==> src/rtl/sat_clamp_pipe.sv <==
// sat_clamp_pipe: two-stage valid/ready saturating narrower, IN_W signed -> OUT_W.
// Each lane clamps independently in signed or unsigned mode and reports overflow/underflow.
// Optional macro SAT_STATS_EN adds a saturating count of clamped lanes (sat_count).
module sat_clamp_pipe #(
  parameter int CHANNELS = 1,
  parameter int IN_W     = 11,
  parameter int OUT_W    = 9,
  parameter int CNT_W    = 16
) (
  input  logic                      clk,
  input  logic                      rst,
  input  logic                      mode_unsigned,
  input  logic                      in_valid,
  output logic                      in_ready,
  input  logic [CHANNELS*IN_W-1:0]  in_data,
  output logic                      out_valid,
  input  logic                      out_ready,
  output logic [CHANNELS*OUT_W-1:0] out_data,
  output logic [CHANNELS-1:0]       out_ovf,
  output logic [CHANNELS-1:0]       out_unf,
  input  logic                      stats_clr,
  output logic [CNT_W-1:0]          sat_count
);

  // Clamp thresholds expressed in the input width.
  localparam logic signed [IN_W-1:0] SMAX = IN_W'((1 << (OUT_W - 1)) - 1);
  localparam logic signed [IN_W-1:0] SMIN = IN_W'(-(1 << (OUT_W - 1)));
  localparam logic signed [IN_W-1:0] UMAX = IN_W'((1 << OUT_W) - 1);

  // Saturated output codes.
  localparam logic [OUT_W-1:0] OSMAX = {1'b0, {(OUT_W-1){1'b1}}};
  localparam logic [OUT_W-1:0] OSMIN = {1'b1, {(OUT_W-1){1'b0}}};
  localparam logic [OUT_W-1:0] OUMAX = {OUT_W{1'b1}};
  localparam logic [OUT_W-1:0] OUMIN = '0;

  function automatic logic lane_ovf(input logic signed [IN_W-1:0] x, input logic uns);
    if (uns) return (x > UMAX);
    else     return (x > SMAX);
  endfunction

  function automatic logic lane_unf(input logic signed [IN_W-1:0] x, input logic uns);
    if (uns) return x[IN_W-1];
    else     return (x < SMIN);
  endfunction

  function automatic logic [OUT_W-1:0] clamp_lane(input logic signed [IN_W-1:0] x,
                                                  input logic uns,
                                                  input logic ovf,
                                                  input logic unf);
    if (ovf)      return uns ? OUMAX : OSMAX;
    else if (unf) return uns ? OUMIN : OSMIN;
    else if (uns) return x[OUT_W-1:0];
    else          return {x[IN_W-1], x[OUT_W-2:0]};
  endfunction

  logic                      en;
  logic [CHANNELS-1:0]       ovf_p0, unf_p0;

  logic                      vld_p1;
  logic                      mode_p1;
  logic [CHANNELS*IN_W-1:0]  data_p1;
  logic [CHANNELS-1:0]       ovf_p1, unf_p1;

  logic                      vld_p2;
  logic [CHANNELS*OUT_W-1:0] data_p2;
  logic [CHANNELS-1:0]       ovf_p2, unf_p2;

  // The whole pipe advances together; a stalled output freezes both stages.
  assign en       = !vld_p2 || out_ready;
  assign in_ready = en;

  // ---- stage 0 -> 1: per-lane threshold compares on the incoming beat
  // Compare every lane against the bounds selected by this beat's mode.
  always_comb begin
    ovf_p0 = '0;
    unf_p0 = '0;
    for (int i = 0; i < CHANNELS; i++) begin
      ovf_p0[i] = lane_ovf($signed(in_data[i*IN_W +: IN_W]), mode_unsigned);
      unf_p0[i] = lane_unf($signed(in_data[i*IN_W +: IN_W]), mode_unsigned);
    end
  end

  // S1 valid: the only stage-1 state that needs a defined reset value.
  always_ff @(posedge clk) begin
    if (rst)     vld_p1 <= 1'b0;
    else if (en) vld_p1 <= in_valid;
  end

  // S1 payload: raw data, mode and compare results, held while stalled.
  always_ff @(posedge clk) begin
    if (en) begin
      data_p1 <= in_data;
      mode_p1 <= mode_unsigned;
      ovf_p1  <= ovf_p0;
      unf_p1  <= unf_p0;
    end
  end

  // ---- stage 1 -> 2: select clamped value per lane and register outputs
  // S2 outputs are cleared on reset so the port reads zero until the first beat.
  always_ff @(posedge clk) begin
    if (rst) begin
      vld_p2  <= 1'b0;
      data_p2 <= '0;
      ovf_p2  <= '0;
      unf_p2  <= '0;
    end else if (en) begin
      vld_p2 <= vld_p1;
      ovf_p2 <= ovf_p1;
      unf_p2 <= unf_p1;
      for (int i = 0; i < CHANNELS; i++) begin
        data_p2[i*OUT_W +: OUT_W] <= clamp_lane($signed(data_p1[i*IN_W +: IN_W]),
                                                mode_p1, ovf_p1[i], unf_p1[i]);
      end
    end
  end

  assign out_valid = vld_p2;
  assign out_data  = data_p2;
  assign out_ovf   = ovf_p2;
  assign out_unf   = unf_p2;

`ifdef SAT_STATS_EN
  localparam int PW = $clog2(CHANNELS + 1);
  localparam int SW = CNT_W + PW;

  function automatic logic [PW-1:0] popcount(input logic [CHANNELS-1:0] v);
    logic [PW-1:0] c;
    c = '0;
    for (int i = 0; i < CHANNELS; i++) c = c + PW'(v[i]);
    return c;
  endfunction

  function automatic logic [CNT_W-1:0] sat_add(input logic [CNT_W-1:0] a,
                                               input logic [PW-1:0] b);
    logic [SW-1:0] s;
    s = {{PW{1'b0}}, a} + {{CNT_W{1'b0}}, b};
    if (|s[SW-1:CNT_W]) return {CNT_W{1'b1}};
    else                return s[CNT_W-1:0];
  endfunction

  logic [CNT_W-1:0] cnt_q;

  // Count clamped lanes on each output handshake; clear takes priority and the count never wraps.
  always_ff @(posedge clk) begin
    if (rst || stats_clr)         cnt_q <= '0;
    else if (vld_p2 && out_ready) cnt_q <= sat_add(cnt_q, popcount(ovf_p2 | unf_p2));
  end

  assign sat_count = cnt_q;
`else
  logic unused_stats_clr;
  assign unused_stats_clr = stats_clr;
  assign sat_count        = '0;
`endif

endmodule

==> config.mk <==
export PLATFORM = sky130hd
export DESIGN_NAME = sat_clamp_pipe
export DESIGN_NICKNAME = d
export VERILOG_FILES = /design/src/rtl/sat_clamp_pipe.sv
export SDC_FILE = /design/constraint.sdc
export NUM_CORES = 1
export LEC_CHECK = 0
export CAP_MARGIN = 0
export CORE_ASPECT_RATIO = 1.4
export CORE_MARGIN = 1
export CORE_UTILIZATION = 44
export DETAILED_ROUTE_END_ITERATION = 12
export PLACE_DENSITY_LB_ADDON = 0.08
export SLEW_MARGIN = 20
export SYNTH_ARGS = -nofsm -noshare
export SYNTH_HDL_FRONTEND = slang
export SYNTH_SLANG_ARGS = --single-unit
==> constraint.sdc <==
create_clock -name clk -period 1.48 [get_ports clk]
set_input_delay 0.296 -clock clk [delete_from_list [all_inputs] [get_ports clk]]
set_output_delay 0.296 -clock clk [all_outputs]
set_load 0.1 [all_outputs]
; ---- After elaboration in Yosys (flattened, before gate mapping)
; Index checks and enable logic that the tools add are counted.
[word_totals]
output_inout_bits = 29
register_bits = 27
input_bits = 17
wordCells = 21
[classes]
n_mux = 7
magnitude_cmp = 3
reduce_logical = 2
[op_table]
columns = operator, n
row1 = 9-bit 2-to-1 mux, 5
row2 = 11-bit by 10-bit greater-than comparator with 1-bit output (second input constant), 1
row3 = 11-bit by 9-bit greater-than comparator with 1-bit output (second input constant), 1
row4 = 11-bit by 9-bit less-than comparator with 1-bit output (second input constant), 1
row5 = 1-bit 2-to-1 mux, 2
row6 = 1-bit zero test, 1
row7 = 1-bit logical OR, 1

; ---- Logic depth before layout (Yosys ltp)
[logic_depth]
word_depth = 3
ltp_mapped = 5
ltp_nobuf = 4

; ---- Least setup slack after synthesis
; Ideal clock, no wire load.
[synth_timing]
path_kind = flip-flop to flip-flop
start = register vld_p2 (netlist: out_valid)
end = register data_p2[2] (netlist: out_data[2])
setup_ps = 132
required_time_ps = 1348
setup_slack_ps = -367
path_buffers = 1
arrival_ps = 1715
stages_incl_launch_ff = 6
period_less_slack_ps = 1847
path_cell_list = dfxtp_1 > nor2b_4 > inv_2 > buf_6 > nor2_1 > nor3_1
[synth_via]
elab_chain_cells = 2
[synth_lines]
columns = item, line_no
row1 = "start, declared", 64  ; logic vld_p2;
row2 = "start signal, assigned", 108  ; vld_p2 <= vld_p1;
row3 = 1-bit zero test, 69  ; assign en = !vld_p2 || out_ready;
row4 = 1-bit logical OR, 69
row5 = via in_ready, 14  ; output logic in_ready,
row6 = "end signal, assigned by index", 112  ; data_p2[i*OUT_W +: OUT_W] <= clamp_lane($signed(data_p1[i*IN_W +: IN_W]),
row7 = "end, declared", 65  ; logic [CHANNELS*OUT_W-1:0] data_p2;
; The timed path passes the listed nets, and every way through them passes these cells.
; A chain may end at the register's enable or synchronous reset.

; ---- Worst setup path after layout
[layout_timing]
start = register vld_p2 (netlist: out_valid)
end = output in_ready
[layout_via]
elab_chain_cells = 2
[layout_lines]
columns = item, line_no
row1 = 1-bit zero test, 69
row2 = 1-bit logical OR, 69
row3 = "end, declared", 14
; No other way between the ends.

==> metrics <==
run status finished clean; CTS buffer count 3; Post-Syn Instances slightly above 100; netlist area before placement about 1100 µm²; remaining antenna violation count 0; DIE HEIGHT a little over 60 µm; CP Capture Type output port; remaining global-route overflow 0; PwrDens between 1000 and 1500 nW/µm²; Starting DRT DRC Count 19; Setup WS post-layout between 0.07 and 0.08 ns; total routed wirelength approximately 1600 µm; number of vias per cell 4.56; CTS sink count 26; Ys Warns 0; nets around 160; layout cells sized above 1 roughly a fifth; Final Max Slew Viols 0; Startpoint Class flop; Core Util, Final about two thirds; Clock Latency Late Sink 0.31 ns; RSZ-0062 raised after global routing no; WHS Path Cells 5; CP required ~1.2 ns; # IOs 46; CTS tree built; post-DP HPWL ~1200 µm; die width around 44 µm; Post-Place Cells between 150 and 200; I/O Buffers 28; Residual DRC 0; DP Area 1470 µm²; Max Cap Viol 0; fmax 714 MHz; vias in the first global route roughly 650; DIE AREA 2700 µm²; clk buf depth 2; Synth Register Bits 26; root buffer cell clkbuf_4; Worst Hold Class primary input to flop; Post-Layout Cell Count 160; Post-synth EDFFs 13; # fillers between 150 and 200; H-tree levels 1; LEAKAGE 0.651 nW; Power Total about 1.9 mW; Inserted Diodes 0; critical path type flop to output port; R2R depth 6; Setup Skew about 0.0022 ns; clock slew at reported path FFs 0.13 ns; drt wl/cell between 9 and 10 µm; Setup TNS Final 0 ns; antenna violations before repair 0; Total GRT Usage a little over an eighth; hold_buf cts 0; first-pass GRT wire length around 2700 µm; Initial Utilization roughly 46%; Worst EP arrival 1.11 ns; most frequent cells in the layout 16 x nor3_1, 16 x conb_1, 14 x nor2_1, 14 x clkdlybuf4s50_1, 14 x buf_12; asr flop ratio synth 0%; routability congestion estimate just under 0.7; Area Overhead vs Synth 41.7%; Most used DFF post-synth edfxtp_1; pre-CTS WS -0.0444 ns; # rows 21; register area share after synthesis roughly three fifths; CORE AREA ~2400 µm²; Crit Path Max Fanout 6; largest net degree at the start of global routing 16; Hold Fails Final Rpt 0; Final Cycle Share a little over nine tenths; final instance area roughly 1600 µm²; Distinct cells, synth 18; Hold Worst Slack approximately 0.45 ns; Peak VDD IR ~0.75 mV; Final setup violation count 0; Syn Area/Cell 10.6 µm²; total number of vias 730; min Tclk post-route 1.40 ns; drt pass-1 iters 6
-- sequential cells by signal (all words and copies together), names as in the netlist --
register and count:
out_data 9, data_p1 10, vld_p1 1, out_unf 1, mode_p1 1, out_ovf 1, out_valid 1, ovf_p1 1
unf_p1 1
-- per-layer routing --
layer,global-route usage (%),routed length [µm],vias up
met4,7.79,28,0
li1,-,-,380
met3,2.64,71,4
met2,22.1,820,29
met5,0,0,-
met1,16.8,657,317
-- timing repair --
action,4_1_cts,5_1_grt
resized for setup,1,2
pin swaps,0,0
setup buffers,0,5
setup endpoints to repair,1,1
-- critical path, stage by stage (launching register included) --
cell	delay, ns
dfxtp_4	0.36
nor2b_4	0.17
clkinv_4	0.09
buf_12	0.17
-- report_power, final --
| group | switching (mW) | total (mW) | leakage (nW) | internal (mW) |
|---|---|---|---|---|
| clock network | 0.194 | 0.344 | 0.0210 | 0.150 |
| logic | 0.456 | 0.650 | 0.384 | 0.194 |
| registers | 0.0476 | 0.860 | 0.246 | 0.813 |
| total | 0.697 | 1.85 | 0.651 | 1.16 |
-- final timing paths --
check / startpoint / to / slack (ns)
hold / removal: out_ready / out_data[8]$_SDFFE_PP0P_ / 0.45
setup / recovery: out_valid$_SDFFE_PP0P_ / in_ready / 0.08
hold reg to reg: vld_p1$_SDFFE_PP0P_ / vld_p1$_SDFFE_PP0P_ / 0.46
setup reg to reg: out_valid$_SDFFE_PP0P_ / out_data[3]$_SDFFE_PP0P_ / 0.30
-- synthesized netlist by cell type (2+ instances only) --
cell / count / area share (%)
a21oi_1: 3 / 1.4
buf_4: 17 / 12
buf_6: 2 / 2.1
dfxtp_1: 13 / 24
edfxtp_1: 13 / 36
nand2_1: 6 / 2.1
nor2_1: 14 / 4.8
nor2b_1: 10 / 5.7
nor3_1: 16 / 7.3
-- kinds of logic after synthesis --
family,synth area share (%)
AOI/OAI and AO/OA,4.34
and+or+nand+nor,21.1
DFF,59.4
buffers and inverters,14.8
other,0.342
-- final cells by class --
cell class	instances	area [µm²]	share of cell area, %
Clock buffer	4	36.3	2.34
Inverter	1	8.76	0.564
Multi-Input combinational cell	70	339	21.8
Sequential cell	26	654	42.1
Tap cell	23	28.8	1.85
Timing Repair Buffer	36	485	31.3
Note: power is estimated with default switching activity, not from simulation.
